<file path="config.mk">
export PLATFORM = sky130hd
export DESIGN_NAME = fft_sym_sequencer
export DESIGN_NICKNAME = d
export VERILOG_FILES = /design/src/rtl/ofdm_pkg.sv /design/src/rtl/fft_sym_sequencer.sv
export SDC_FILE = /design/constraint.sdc
export NUM_CORES = 1
export LEC_CHECK = 0
export BUFFER_PORTS_ARGS = -buffer_cell sky130_fd_sc_hd__buf_2
export CORE_MARGIN = 5
export CORE_UTILIZATION = 30
export CTS_BUF_LIST = sky130_fd_sc_hd__clkbuf_4 sky130_fd_sc_hd__clkbuf_8
export DETAILED_ROUTE_END_ITERATION = 10
export SKIP_LAST_GASP = 1
export SLEW_MARGIN = 0
export SYNTH_ARGS = -nofsm -noshare
export SYNTH_HDL_FRONTEND = slang
export SYNTH_SLANG_ARGS = --single-unit
</file>
<file path="constraint.sdc">
create_clock -name clk -period 1.9 [get_ports clk]
set_input_delay 0.095 -clock clk [delete_from_list [all_inputs] [get_ports clk]]
set_output_delay 0.095 -clock clk [all_outputs]
set_load 0.03 [all_outputs]
</file>
<file path="src/rtl/ofdm_pkg.sv">
// ofdm_pkg: shared OFDM receiver defaults and the symbol sequencer state type
package ofdm_pkg;
  localparam int N_FFT_DEF  = 64;
  localparam int CP_LEN_DEF = 16;
  localparam int DW_DEF     = 12;
  typedef enum logic [1:0] {IDLE, SKIP_CP, FWD} sym_state_e;
endpackage

</file>
<file path="src/rtl/fft_sym_sequencer.sv">
// fft_sym_sequencer: strips the cyclic prefix and frames N_FFT-sample symbols for an FFT core
//   clk, reset_n                         clock, async active-low reset
//   in_valid/in_real/in_imag/sym_start   time-domain samples, sym_start marks first CP sample
//   fft_sink_ready                       FFT core ready; a stall drops the symbol
//   fft_sink_valid/sop/eop/real/imag     registered FFT input stream (1 clk latency)
//   fft_sink_error/fftpts/inverse        constant FFT configuration
//   sym_cnt                              symbols whose eop the FFT accepted
//   ovf_sticky/sync_err_sticky/clr_sticky error flags and their clear
module fft_sym_sequencer
  import ofdm_pkg::*;
#(
  parameter int N_FFT  = N_FFT_DEF,
  parameter int CP_LEN = CP_LEN_DEF,
  parameter int DW     = DW_DEF
) (
  input  logic          clk,
  input  logic          reset_n,
  input  logic          in_valid,
  input  logic [DW-1:0] in_real,
  input  logic [DW-1:0] in_imag,
  input  logic          sym_start,
  input  logic          fft_sink_ready,
  output logic          fft_sink_valid,
  output logic          fft_sink_sop,
  output logic          fft_sink_eop,
  output logic [DW-1:0] fft_sink_real,
  output logic [DW-1:0] fft_sink_imag,
  output logic [1:0]    fft_sink_error,
  output logic [7:0]    fftpts,
  output logic          inverse,
  output logic [15:0]   sym_cnt,
  output logic          ovf_sticky,
  output logic          sync_err_sticky,
  input  logic          clr_sticky
);
  localparam int CW = $clog2(N_FFT);
  sym_state_e state_q, state_d, cur;
  logic [CW-1:0] cnt_q, cnt_d;
  logic ovf_evt, start, fwd, last;
  assign fft_sink_error = 2'b00;
  assign fftpts = 8'(N_FFT);
  assign inverse = 1'b0;
  // A stalled output abandons the symbol; the current input is then judged as if idle,
  // so a sym_start arriving in the stall cycle still opens a new symbol.
  assign ovf_evt = fft_sink_valid && !fft_sink_ready;
  assign cur = ovf_evt ? IDLE : state_q;
  assign start = in_valid && sym_start;
  assign last = cnt_q == CW'(N_FFT - 1);
  assign fwd = in_valid && (cur == FWD || (cur == IDLE && sym_start && CP_LEN == 0));
  assign state_d = cur == IDLE ? (start ? (CP_LEN > 1 ? SKIP_CP : FWD) : IDLE)
                 : !in_valid ? cur
                 : cur == SKIP_CP ? (cnt_q == CW'(CP_LEN - 1) ? FWD : SKIP_CP)
                 : (last ? IDLE : FWD);
  // With no CP the start sample itself is forwarded, so counting resumes at 1.
  assign cnt_d = cur == IDLE ? (start && CP_LEN != 1 ? CW'(1) : '0)
               : !in_valid ? cnt_q
               : state_d != cur ? '0 : cnt_q + 1'b1;
  always_ff @(posedge clk or negedge reset_n) begin
    if (!reset_n) begin
      state_q <= IDLE;
      cnt_q <= '0;
      sym_cnt <= '0;
      fft_sink_valid <= 1'b0;
      fft_sink_sop <= 1'b0;
      fft_sink_eop <= 1'b0;
      fft_sink_real <= '0;
      fft_sink_imag <= '0;
      ovf_sticky <= 1'b0;
      sync_err_sticky <= 1'b0;
    end else begin
      state_q <= state_d;
      cnt_q <= cnt_d;
      fft_sink_valid <= fwd;
      fft_sink_sop <= fwd && (cur == IDLE || cnt_q == '0);
      fft_sink_eop <= fwd && cur == FWD && last;
      if (fwd) begin
        fft_sink_real <= in_real;
        fft_sink_imag <= in_imag;
      end
      if (fft_sink_valid && fft_sink_ready && fft_sink_eop) sym_cnt <= sym_cnt + 16'd1;
      ovf_sticky <= ovf_evt || (ovf_sticky && !clr_sticky);
      sync_err_sticky <= (start && cur != IDLE) || (sync_err_sticky && !clr_sticky);
    end
  end
endmodule

</file>
==> results.py <==
metrics = {
    "synthesis": {
        "synthTopCellsByArea": "dfrtp_1, mux2_4, xnor2_1, buf_4, mux2_2",
        "yosys-mux-area-fraction": 0.145,
        "avgSynthCellArea_um2": 11.9,
        "synth_xor_area_frac": 0.0517,
        "async_reset_ff_frac": 1.00,
        "ys_seq_elements": 53,
        "seq_area_frac_synth": 0.522,
        "netlist_top_cells_count": "dfrtp_1, mux2_4, nand2_1",
        "synth_top_family_by_area": "multiplexers",
        "synth_ff_type": "dfrtp_1",
        "synth_warnings": 0,
        "yosysUniqueCellTypes": 39,
        "synth_top_area_cell": "dfrtp_1",
        "mappedNetlistArea_um2": 2540,
        "synth_compound_area_frac": 0.0650,
        "synthSimpleGateAreaFrac": 0.129,
        "synth-edff-count": 0,
        "synthCells": 213,
        "yosysMostFrequentCell": "dfrtp_1",
        "synth_top_area_share": 0.522,
        "synth-adder-area-share": 0.0148,
    },
    "drt": {
        "drt-wirelength-per-cell_um": 13.4,
        "drt_wl_total_um": 5430,
        "vias": 1855,
        "drc": 0,
        "drt_pre_antenna_iters": 4,
        "antenna_left": 0,
        "viasPerCell": 4.58,
        "drtIter0Drc": 48,
    },
    "pwr": {
        "peakVddDrop_uv": 398,
        "swShare": 0.375,
        "clockPowerShare": 0.200,
        "cellLeakagePower_uw": 0.00170,
        "comb_power_share": 0.393,
        "internal_power_uw": 2440,
        "power_density_nw_per_um2": 1230,
        "power_switching_uw": 1460,
        "pwr-share-seq": 0.407,
    },
    "grt": {
        "grt_pass1_wl_um": 8690,
        "overflow": 0,
        "grt_pass1_vias": 1750,
        "grt_max_degree": 30,
        "grt_usage": 0.105,
        "antenna_found_initial": 0,
    },
    "setup_path": {
        "cp-start-kind": "flip-flop",
        "cp_slowest_stage_delay_ps": 420,
        "crit_required_ps": 2140,
        "critPathTopFamily": "compound AO/OA/AOI/OAI gates",
        "path_buf_inv": 0,
        "critPathCaptureType": "flip-flop",
        "worst_path_max_delay_cell": "dfrtp_1",
        "crit_chain": "ha_1, and3_1, a21o_1, a311oi_1, a32o_1",
        "worstSetupPathType": "flip-flop to flip-flop",
        "critPathMaxFanout": 6,
        "arrival_ps": 2000,
    },
    "sta": {
        "finalHoldViolCount": 0,
        "max_freq_mhz": 566,
        "final.setup.worst_slack_ps": 132,
        "setup_viol": 0,
        "fin_crit_ps": 1770,
        "setup-tns-final_ps": 0,
        "layout_worst_path_cycle_share": 0.930,
        "worstMarginPinSlew_ps": 571,
        "slew_viol_final": 0,
        "rsz0062_at_grt": "yes",
        "slew-limit-headroom": 0.620,
        "final.setup_skew_ps": 10.8,
    },
    "clock_tree": {
        "cts_buffers": 5,
        "clock_sinks": 53,
        "cts_tree": "built",
        "htree_levels": 2,
        "clkTransAtPathRegs_ps": 100,
        "worstSkewPairLatency_ps": 300,
        "root_buffer": "clkbuf_8",
        "cts_setup_buffers": 0,
        "clockBufferDepth": 2,
    },
    "floorplanning": {
        "chipHeight_um": 102,
        "die_area_um2": 10400,
        "coreArea_um2": 8260,
        "rows": 33,
        "ios": 86,
        "initial_core_util": 0.308,
        "die_w_um": 102,
    },
    "placement": {
        "place_hpwl_um": 4110,
        "place_congestion": 0.826,
        "io_buffers": 74,
        "dp_slack_ps": 61.4,
    },
    "worst_hold_path": {
        "hold_class": "input pin to flip-flop",
    },
    "cells_and_area": {
        "drive_gt1_frac": 0.403,
        "nets": 332,
        "fill_cells": 832,
        "synthToLayoutAreaGrowth_pct": 24.9,
        "insertedDiodeCount": 0,
    },
    "run": {
        "max_cap_viol_count": 0,
    },
    "status": {
        "status": "completed",
    },
}
-- per-layer routing --
metal  share of wire  wire (um)  up-vias  track usage
met4          0.0055         30        0       0.0303
met2            0.48       2590       63        0.167
met3           0.082        445        3       0.0287
met1            0.44       2370      899        0.141
li1                -          -      890            -
met5               0          0        -            0
-- worst paths after layout --
| path | start | depth (start not counted) | to | slack, ps |
|---|---|---|---|---|
| min | in_imag[11] | 2 | fft_sink_imag[11] | 10 |
| max | cnt_q[1] | 5 | cnt_q[1] | 130 |
| max reg2reg | cnt_q[1] | 5 | cnt_q[1] | 130 |
| min reg2reg | sym_cnt[15] | 1 | sym_cnt[15] | 490 |
| max in group asynchronous | reset_n | 3 | cnt_q[1] | 1030 |
| min in group asynchronous | reset_n | 2 | sym_cnt[14] | 310 |
-- worst reg2reg max path, stage by stage, from the launching register on --
cell and delay [ps]:
dfrtp_1 420, ha_1 230, and3_1 290, a21o_1 200
a311oi_1 360, a32o_1 210
-- registers in the layout, summed over array words and instances, names as in the netlist --
signal	flops
fft_sink_valid	1
fft_sink_real	12
fft_sink_imag	12
cnt_q	6
sym_cnt	16
fft_sink_sop	1
state_q	2
ovf_sticky	1
fft_sink_eop	1
sync_err_sticky	1
-- area by class of cell --
cell class	count	area, um^2	area share
inverters	8	30.0	0.00946
multi-input cells	144	1090	0.342
flip-flops and latches	53	1330	0.418
well taps	105	131	0.0414
clock inverters	3	43.8	0.0138
clock buffers	5	68.8	0.0217
repair buffers	87	488	0.154
-- placed cells by master (no fill, tap or decap), types with 2 or more instances in the layout --
cell type       n
a31oi_1         3
a2111oi_2       2
dfrtp_1        53
o22ai_1         2
a21oi_1         2
clkbuf_8        5
buf_2          74
nand4_1         4
a311oi_1        2
dlygate4sd3_1   3
a41oi_1         2
ha_1            3
and3_1          9
nand3_1        10
mux2_4         18
conb_1         11
or2_2           2
nor3_1          2
buf_4           9
nor2_1         10
mux2i_1         3
xnor2_1        13
mux2_2          6
inv_1           8
xor2_1          2
and2_1          3
o21ai_0         7
nand2b_1        3
nand2_1        16
-- cells by family after synthesis --
| family | after synthesis |
|---|---|
| AND/OR/NAND/NOR | 64 |
| buffers and inverters | 25 |
| other | 2 |
| multiplexers | 27 |
| adder cells (fa/ha/maj) | 3 |
| flip-flops | 53 |
| AO/OA/AOI/OAI | 24 |
| XOR/XNOR | 15 |
-- power groups by stage --
stage,clock network (uW),logic (uW),registers [uW]
after floorplan,0,646,2040
after global placement,0,1510,1600
after detailed placement,0,1530,1610
after CTS,821,1530,1590
after global routing,872,1650,1620
final,779,1530,1590
-- repair_timing --
| item | 4_1_cts | 5_1_grt |
|---|---|---|
| hold buffers | 2 | 1 |
| setup endpoints to repair | 0 | 12 |
| gates resized for setup | 0 | 5 |
| hold endpoints to repair | 26 | 1 |
-- metrics by stage --
| stage | util | area (um^2) | total power (uW) | cells | hold slack [ps] |
|---|---|---|---|---|---|
| floorplan | - | 2580 | 2690 | 222 | -201 |
| global placement | 0.365 | 3020 | 3110 | 394 | 114 |
| detailed placement | 0.365 | 3020 | 3140 | 394 | 124 |
| CTS | 0.381 | 3150 | 3940 | 404 | 1.12 |
| global route | 0.384 | 3170 | 4150 | 405 | 3.31 |
| finish | 0.384 | 3170 | 3900 | 405 | 14.3 |
Power figures use the tool's default switching activity.
